===== config.mk =====
export PLATFORM = sky130hd
export DESIGN_NAME = lrf_frame_sequencer
export DESIGN_NICKNAME = d
export VERILOG_FILES = /design/src/rtl/lrf_frame_sequencer.sv
export SDC_FILE = /design/constraint.sdc
export NUM_CORES = 1
export LEC_CHECK = 0
export CAP_MARGIN = 10
export CORE_AREA = 2 2 155 157
export DETAILED_ROUTE_END_ITERATION = 8
export DIE_AREA = 0 0 157 159
export GPL_TIMING_DRIVEN = 0
export PLACE_DENSITY = 0.83
export SKIP_LAST_GASP = 1
export SYNTH_ARGS = -nofsm -noshare
export SYNTH_HDL_FRONTEND = slang
export SYNTH_SLANG_ARGS = --single-unit

===== constraint.sdc =====
create_clock -name s_axis_aclk -period 10.68 [get_ports s_axis_aclk]
set_clock_uncertainty 0.1 [all_clocks]
set_input_delay 2.136 -clock s_axis_aclk [delete_from_list [all_inputs] [get_ports s_axis_aclk]]
set_output_delay 2.136 -clock s_axis_aclk [all_outputs]
set_load 0.01 [all_outputs]

===== src/rtl/lrf_frame_sequencer.sv =====
// LRF fusion stream sequencer: input handshake, pipeline step, group/frame counters, registered AXIS output.
// Optional saturating statistics outputs are enabled by defining LRF_FRAME_STATS_EN.
//   state | meaning
//   IDLE  | post-reset, config latched on exit
//   RUN   | accepting input beats of a group
//   DRAIN | pushing flush bubbles until the pipeline is empty
module lrf_frame_sequencer #(
  parameter int PIXELS_PER_BEAT = 16,
  parameter int IMAGE_DIM       = 512,
  parameter int MAX_FUSE_LOG2   = 4,
  parameter int PIPELINE_DELAY  = 21,
  parameter int DATA_WIDTH      = 8*PIXELS_PER_BEAT
) (
  input  logic                               s_axis_aclk,
  input  logic                               s_axis_areset,
  input  logic [$clog2(MAX_FUSE_LOG2+1)-1:0] cfg_fuse_log2,
  input  logic                               cfg_emit_all,
  input  logic [DATA_WIDTH-1:0]              s_axis_tdata,
  input  logic                               s_axis_tvalid,
  output logic                               s_axis_tready,
  input  logic                               s_axis_tlast,
  output logic                               dp_step,
  output logic                               dp_flush,
  output logic                               dp_first_frame,
  output logic                               dp_load_avg,
  output logic                               dp_add_sub,
  input  logic [DATA_WIDTH-1:0]              dp_out,
  output logic [DATA_WIDTH-1:0]              m_axis_tdata,
  output logic                               m_axis_tvalid,
  input  logic                               m_axis_tready,
  output logic                               m_axis_tlast,
  output logic                               m_axis_tuser,
`ifdef LRF_FRAME_STATS_EN
  output logic                               err_tlast,
  output logic [31:0]                        stat_frames_in,
  output logic [31:0]                        stat_groups_out,
  output logic [31:0]                        stat_stall_cycles
`else
  output logic                               err_tlast
`endif
);

  localparam int BEATS = IMAGE_DIM*IMAGE_DIM/PIXELS_PER_BEAT;
  localparam int BW    = (BEATS > 1) ? $clog2(BEATS) : 1;
  localparam int CW    = $clog2(MAX_FUSE_LOG2+1);
  localparam int FW    = (MAX_FUSE_LOG2 > 0) ? MAX_FUSE_LOG2 : 1;
  localparam int DW    = $clog2(PIPELINE_DELAY+1);

  typedef enum logic [1:0] {S_IDLE, S_RUN, S_DRAIN} state_t;

  state_t                state_q, state_d;
  logic [BW-1:0]         beat_cnt_q, beat_cnt_d;
  logic [FW-1:0]         frame_cnt_q, frame_cnt_d;
  logic [CW-1:0]         fuse_log2_q, fuse_log2_d;
  logic                  emit_all_q, emit_all_d;
  logic [DW-1:0]         drain_cnt_q, drain_cnt_d;
  logic [2:0]            tag_q [PIPELINE_DELAY];
  logic [2:0]            tag_d [PIPELINE_DELAY];
  logic [DATA_WIDTH-1:0] m_tdata_q, m_tdata_d;
  logic                  m_tvalid_q, m_tvalid_d;
  logic                  m_tlast_q, m_tlast_d;
  logic                  m_tuser_q, m_tuser_d;
  logic                  err_tlast_q, err_tlast_d;

  logic                  out_ok;
  logic                  beat_last;
  logic                  frame_last;
  logic [FW-1:0]         last_frame;
  logic [CW-1:0]         fuse_sel;
  logic [2:0]            tag_in;
  logic [2:0]            tag_out;
  logic                  run;

  // Pixel data goes straight to the datapath; only the handshake is used here.
  logic unused_tdata;
  assign unused_tdata = ^s_axis_tdata;

  assign out_ok     = ~m_tvalid_q | m_axis_tready;
  assign beat_last  = (beat_cnt_q == BW'(BEATS-1));
  assign last_frame = ~({FW{1'b1}} << fuse_log2_q);
  assign frame_last = (frame_cnt_q == last_frame);
  assign fuse_sel   = (cfg_fuse_log2 > CW'(MAX_FUSE_LOG2)) ? CW'(MAX_FUSE_LOG2) : cfg_fuse_log2;
  assign run        = (state_q == S_RUN);
  assign tag_in     = {~dp_flush & (emit_all_q | frame_last), beat_last, (beat_cnt_q == '0)};
  assign tag_out    = tag_q[PIPELINE_DELAY-1];

  assign dp_first_frame = run & (frame_cnt_q == '0);
  assign dp_load_avg    = run & (frame_cnt_q == '0);
  assign dp_add_sub     = run & frame_cnt_q[0];

  assign m_axis_tdata  = m_tdata_q;
  assign m_axis_tvalid = m_tvalid_q;
  assign m_axis_tlast  = m_tlast_q;
  assign m_axis_tuser  = m_tuser_q;
  assign err_tlast     = err_tlast_q;

  always_comb begin
    state_d       = state_q;
    beat_cnt_d    = beat_cnt_q;
    frame_cnt_d   = frame_cnt_q;
    fuse_log2_d   = fuse_log2_q;
    emit_all_d    = emit_all_q;
    drain_cnt_d   = drain_cnt_q;
    err_tlast_d   = err_tlast_q;
    s_axis_tready = 1'b0;
    dp_step       = 1'b0;
    dp_flush      = 1'b0;
    case (state_q)
      S_IDLE: begin
        state_d     = S_RUN;
        fuse_log2_d = fuse_sel;
        emit_all_d  = cfg_emit_all;
      end
      S_RUN: begin
        s_axis_tready = out_ok;
        dp_step       = s_axis_tvalid & out_ok;
        if (dp_step) begin
          if (s_axis_tlast != beat_last) err_tlast_d = 1'b1;
          // An early tlast resyncs; a missing one is treated as end of frame anyway.
          if (s_axis_tlast | beat_last) begin
            beat_cnt_d = '0;
            if (frame_last) begin
              frame_cnt_d = '0;
              drain_cnt_d = DW'(PIPELINE_DELAY-1);
              state_d     = S_DRAIN;
            end else begin
              frame_cnt_d = frame_cnt_q + 1'b1;
            end
          end else begin
            beat_cnt_d = beat_cnt_q + 1'b1;
          end
        end
      end
      S_DRAIN: begin
        dp_step  = out_ok;
        dp_flush = 1'b1;
        if (out_ok) begin
          if (drain_cnt_q == '0) begin
            state_d     = S_RUN;
            fuse_log2_d = fuse_sel;
            emit_all_d  = cfg_emit_all;
          end else begin
            drain_cnt_d = drain_cnt_q - 1'b1;
          end
        end
      end
      default: state_d = S_IDLE;
    endcase
  end

  always_comb begin
    tag_d = tag_q;
    if (dp_step) begin
      tag_d[0] = tag_in;
      for (int i = 1; i < PIPELINE_DELAY; i++) tag_d[i] = tag_q[i-1];
    end
  end

  always_comb begin
    m_tdata_d  = m_tdata_q;
    m_tvalid_d = m_tvalid_q;
    m_tlast_d  = m_tlast_q;
    m_tuser_d  = m_tuser_q;
    if (dp_step && tag_out[2]) begin
      m_tdata_d  = dp_out;
      m_tlast_d  = tag_out[1];
      m_tuser_d  = tag_out[0];
      m_tvalid_d = 1'b1;
    end else if (m_axis_tready) begin
      m_tvalid_d = 1'b0;
    end
  end

  always_ff @(posedge s_axis_aclk or posedge s_axis_areset) begin
    if (s_axis_areset) begin
      state_q     <= S_IDLE;
      beat_cnt_q  <= '0;
      frame_cnt_q <= '0;
      fuse_log2_q <= '0;
      emit_all_q  <= 1'b0;
      drain_cnt_q <= '0;
      for (int i = 0; i < PIPELINE_DELAY; i++) tag_q[i] <= '0;
      m_tdata_q   <= '0;
      m_tvalid_q  <= 1'b0;
      m_tlast_q   <= 1'b0;
      m_tuser_q   <= 1'b0;
      err_tlast_q <= 1'b0;
    end else begin
      state_q     <= state_d;
      beat_cnt_q  <= beat_cnt_d;
      frame_cnt_q <= frame_cnt_d;
      fuse_log2_q <= fuse_log2_d;
      emit_all_q  <= emit_all_d;
      drain_cnt_q <= drain_cnt_d;
      tag_q       <= tag_d;
      m_tdata_q   <= m_tdata_d;
      m_tvalid_q  <= m_tvalid_d;
      m_tlast_q   <= m_tlast_d;
      m_tuser_q   <= m_tuser_d;
      err_tlast_q <= err_tlast_d;
    end
  end

`ifdef LRF_FRAME_STATS_EN
  logic [31:0] frames_in_q, frames_in_d;
  logic [31:0] groups_out_q, groups_out_d;
  logic [31:0] stall_cyc_q, stall_cyc_d;

  always_comb begin
    frames_in_d  = frames_in_q;
    groups_out_d = groups_out_q;
    stall_cyc_d  = stall_cyc_q;
    if (dp_step && !dp_flush && s_axis_tlast && (frames_in_q != '1)) frames_in_d = frames_in_q + 1'b1;
    if (m_tvalid_q && m_axis_tready && m_tlast_q && (groups_out_q != '1)) groups_out_d = groups_out_q + 1'b1;
    if (m_tvalid_q && !m_axis_tready && (stall_cyc_q != '1)) stall_cyc_d = stall_cyc_q + 1'b1;
  end

  always_ff @(posedge s_axis_aclk or posedge s_axis_areset) begin
    if (s_axis_areset) begin
      frames_in_q  <= '0;
      groups_out_q <= '0;
      stall_cyc_q  <= '0;
    end else begin
      frames_in_q  <= frames_in_d;
      groups_out_q <= groups_out_d;
      stall_cyc_q  <= stall_cyc_d;
    end
  end

  assign stat_frames_in    = frames_in_q;
  assign stat_groups_out   = groups_out_q;
  assign stat_stall_cycles = stall_cyc_q;
`endif

endmodule


### Word level (Yosys, flattened, before mapping)

Index checks and enable logic that the tools add are counted.

* register bits: 224
* word-level logic and storage cells: 98
* bits of input ports: 265
* output and inout port bits: 138

* $add $sub $neg: 3
* reductions and logical operators: 14
* shifts and indexed selects: 1
* order comparisons: 1
* mux-type cells: 26
* eq/ne operators: 11
* bitwise logic cells: 10

Operators by type and width (number)
* 5-bit 2-to-1 mux: 5
* 14-bit by 1-bit adder with 14-bit output, second input constant: 1
* 14-bit equality test, second input constant: 1
* 14-bit logical NOT: 1
* 14-bit 2-to-1 mux: 1
* 2-bit 2-to-1 mux: 5
* 5-bit case mux with 2 select lines: 1
* 3-bit 2-to-1 mux: 3
* 3-bit AND reduction: 3
* 2-bit inequality test, second input constant: 4
* 1-bit 2-to-1 mux: 6
* 2-bit case mux with 3 select lines: 1
* 3-bit case mux with 2 select lines: 1
* 6-bit AND reduction: 1
* 2-bit nonzero test: 3
* 5-bit logical NOT: 1
* 5-bit AND reduction: 1
* 5-bit by 1-bit subtractor with 5-bit output, second input constant: 1
* 4-bit by 1-bit adder with 4-bit output, second input constant: 1
* 1-bit bitwise AND: 4
* 4-bit equality test: 1
* 4-bit logical NOT: 1
* 4-bit 2-to-1 mux: 1
* 2-bit by 1-bit inequality test with 1-bit output, second input constant: 2
* other kinds (12): 16

### Longest topological paths before layout

* depth after elaboration: 7
* gate-level depth with buffers: 10
* depth with buffers taken out: 9

### Least setup slack after synthesis

No wires, ideal clock.

* kind: input to output
* start point: input m_axis_tready
* end point: output dp_step
* path slack: 5500 ps
* cell stages on the path: 5
* path buffers: 2
* required time: 8444 ps
* arrival time: 2944 ps
* cells stage by stage: nand2b_1 buf_2 o211ai_2 inv_2 clkbuf_1

* word-level cells in the longest chain between the ends: 3

RTL lines
* start: declaration: RTL line 30 `input logic m_axis_tready,`
* 1-bit OR *: RTL line 78 `assign out_ok = ~m_tvalid_q | m_axis_tready;`
* 1-bit bitwise AND: RTL line 116 `dp_step = s_axis_tvalid & out_ok;`
* 1-bit case mux with 2 select lines *: RTL line 108 `case (state_q)`
* end: declaration: RTL line 22 `output logic dp_step,`

Mark *: on every way between the ends. The rest lies on a longest branch, timed or not.

### Final worst setup path

Ends and elaborated chain as after synthesis.

==> metrics.txt <==
sequential element share of the synthesized area 61.89%; Antenna Cells 0; clock-pin slew on the worst setup and hold paths 60 ps; fraction of synthesized area in multiplexers around 17%; Max-slew headroom 48.65%; DR vias ~6600; top-area cell type share of the netlist area around 62%; Tot GR Track Use between 15 and 20%; adder-cell share of the synthesized area 1.381%; DRC 0; global-route wire length before repair 35380 µm; placer's final routability congestion estimate 0.8187; Internal Power 1.622 mW; Sequential Power Share between 40% and 50%; simple-gate share of the synthesized area 13.01%; Root Buffer clkbuf_16; Place WS 4187 ps; Final Hold Vio Count 0; Die Width 157 µm; unique cell type count in the Yosys netlist 50; Reg2Reg Depth 9; antenna violations before repair 0; R2R Setup Slk 7850 ps; WHS 361.7 ps; final core occ 56.67%; largest cells by area after synthesis dfrtp_1 62%, mux2_2 16%, nand2_1 8.6%; layout cells sized above 1 18.53%; largest family of logic cells by synthesized area multiplexers; largest net degree at the start of global routing between 100 and 150; Worst-Skew Late Latency 510 ps; # setup viols final 0; DRT antenna net count 0; Final WS setup 4201 ps; Area Growth Syn to Fin 45.12%; port bufs 274; Synth Net Count 1019; Sw Share about a quarter; worst r2r src beat_cnt_q[3]; max-slew violations 0; Yosys top cell by area dfrtp_1; crit end category output pin; Power Total approximately 2.2 mW; HPWL Detailed 15710 µm; CTS Buf Count 25; Min-Delay Endpoint tag_q[25]; Avg WL per Cell roughly 16 µm; vias in the first global route 6913; R2R Path End drain_cnt_q[0]; syn avg cell area 12.17 µm²; Die Height 159 µm; fin crit period 6479 ps; Reg area 5605 µm²; hold crit path type reg2reg; PostCTS Resize Cnt 0; area fraction in compound gates after synthesis between 3 and 4%; fin crit share about three fifths; Via density 4.752; maximum fanout along the worst path 10; Clock Power Share a little over two fifths; crit path DAT 4240 ps; Initial Util about two fifths; Critical Path RT 8440 ps; I/O pins 403; nets 1321; Rows 56; Post-Synth XOR/XNOR Area 0.7736%; Multi-input gate area 3204 µm²; yosys warns 0; Sw Pwr 0.5353 mW; f_max 154.4 MHz; Crit Path Category in2out; Pwr per Cell Area 164.1 nW/µm²; Worst-Margin Slew just under 800 ps; min-delay src tag_q[28]; Starting DRT DRC Count 362; status finished clean; routed wire length 22020 µm; number of synthesized register bits around 220; Core Region 23190 µm²; RSZ-0062 raised after global routing no; worst supply voltage drop on vdd 0.1503 mV; # H-tree levels 1; Hold Buf Count CTS 0; CP startpoint kind input port; Comb pwr share 13.1%; post-synthesis cell area 9057 µm²; DRT Pass-1 Iters 4; Async SR Flop Fraction 100.0%; final global-route overflow total 0; Leak around 6.3 nW; EDFF count, synth 0; fillers between 1500 and 2000; number of buffers added for setup after CTS 0; Max Cap Viol 0; Hold Crit Depth 2; CTS Sinks 224; Die ar. 24960 µm²; CTS tree built; Synth Instances about 740; Top FF cell, synth dfrtp_1; Max Root-Sink Buffers 3
[critical path, cell delays in order]
cell and delay, ps:
clkdlybuf4s50_1 470, nand2b_1 90, buf_2 190, o211ai_2 160, inv_2 190, clkbuf_1 350
clkdlybuf4s50_1 640
[power by group through the flow]
stage | clock network, mW | logic [mW] | registers, mW
2_1_floorplan | 0 | 0.175 | 0.945
3_3_place_gp | 0 | 0.272 | 0.953
3_5_place_dp | 0 | 0.284 | 0.955
4_1_cts | 0.956 | 0.288 | 0.940
5_1_grt | 0.997 | 0.322 | 0.947
6_report | 0.934 | 0.283 | 0.941
[flip-flops by register name (all words and copies together) (netlist names)]
| register | flops |
|---|---|
| m_axis_tdata | 128 |
| tag_q | 60 |
| beat_cnt_q | 14 |
| drain_cnt_q | 5 |
| frame_cnt_q | 4 |
| fuse_log2_q | 3 |
| tag_out | 3 |
| state_q | 2 |
| emit_all_q | 1 |
| err_tlast | 1 |
| m_axis_tlast | 1 |
| m_axis_tuser | 1 |
| m_axis_tvalid | 1 |
[layout by cell type (no fill, tap or decap), types with 4 or more instances in the layout]
cell type | synthesis | routed
a21o_1 | 4 | 4
buf_2 | 6 | 6
buf_4 | 6 | 6
buf_6 | 5 | 5
bufinv_16 | 0 | 5
clkbuf_1 | 15 | 16
clkbuf_16 | 0 | 25
clkbuf_8 | 0 | 7
clkdlybuf4s50_1 | 0 | 274
clkinv_2 | 0 | 5
dfrtp_1 | 224 | 224
ha_1 | 10 | 10
inv_1 | 13 | 12
mux2_1 | 5 | 5
mux2_2 | 127 | 127
nand2_1 | 208 | 208
nand2b_1 | 6 | 6
nand3_1 | 13 | 13
nor2_1 | 13 | 13
nor2b_1 | 4 | 4
nor3_1 | 4 | 4
nor3b_1 | 4 | 4
nor4_1 | 4 | 4
nor4b_1 | 4 | 4
o21ai_0 | 17 | 17
o31ai_1 | 4 | 4
xnor2_1 | 8 | 8
[cell families (layout without fill, tap and decap cells)]
family,count (synthesis),count (layout)
muxes,134,134
xor gates and xnor gates,8,8
and+or+nand+nor,275,275
buffers and inverters,48,367
AOI/OAI and AO/OA,45,45
DFF,224,224
adders and majority gates,10,10
[how the worst max path moves through the flow]
stage / startpoint / to / cells after the start
2_1_floorplan: s_axis_areset / beat_cnt_q[0] / 1
3_3_place_gp: s_axis_areset / m_axis_tdata[101] / 2
3_5_place_dp: m_axis_tready / dp_step / 7
4_1_cts: m_axis_tready / dp_step / 7
5_1_grt: m_axis_tready / dp_step / 7
6_report: m_axis_tready / dp_step / 7
[synth_stat cells, types with 2 or more instances]
cell type  number
o41ai_1         2
a31oi_1         3
nor4b_1         4
o31a_1          2
xnor2_1         8
nand2_1       208
and3_1          3
a21o_1          4
nor2_1         13
clkbuf_1       15
buf_6           5
o31ai_1         4
mux2_1          5
nand4_1         2
nor4_1          4
mux2_2        127
mux2i_1         2
nor3b_1         4
ha_1           10
nand2b_1        6
nand3_1        13
buf_4           6
nor3_1          4
a21oi_1         2
buf_2           6
inv_1          13
dfrtp_1       224
or3_1           2
nor2b_1         4
and2_1          3
o21ai_0        17
[per-stage QoR]
step                std cells  TNS, ps  area (µm²)
finish                   1382        0       13140
global route             1382        0       13140
CTS                      1382        0       13140
detailed placement       1338        0       12230
global placement         1337  -109350       12200
floorplan                 744        0        9057
[per-layer routing]
metal / wire, µm / vias to the layer above / GRT usage [%]
met5: 0 / - / 0
met4: 577 / 0 / 5.254
met3: 1646 / 42 / 4.137
met2: 11200 / 218 / 31.42
met1: 8595 / 3207 / 20.70
li1: - / 3100 / -
[final cells by class]
| class | count | area share (%) |
|---|---|---|
| flip-flops and latches | 224 | 42.65 |
| plain buffers | 33 | 1.456 |
| clock buffers | 33 | 5.521 |
| well taps | 319 | 3.037 |
| clock inverters | 11 | 1.399 |
| repair buffers | 275 | 21.08 |
| inverters | 15 | 0.4855 |
| multi-input cells | 472 | 24.38 |
Note: power is estimated with default switching activity, not from simulation.
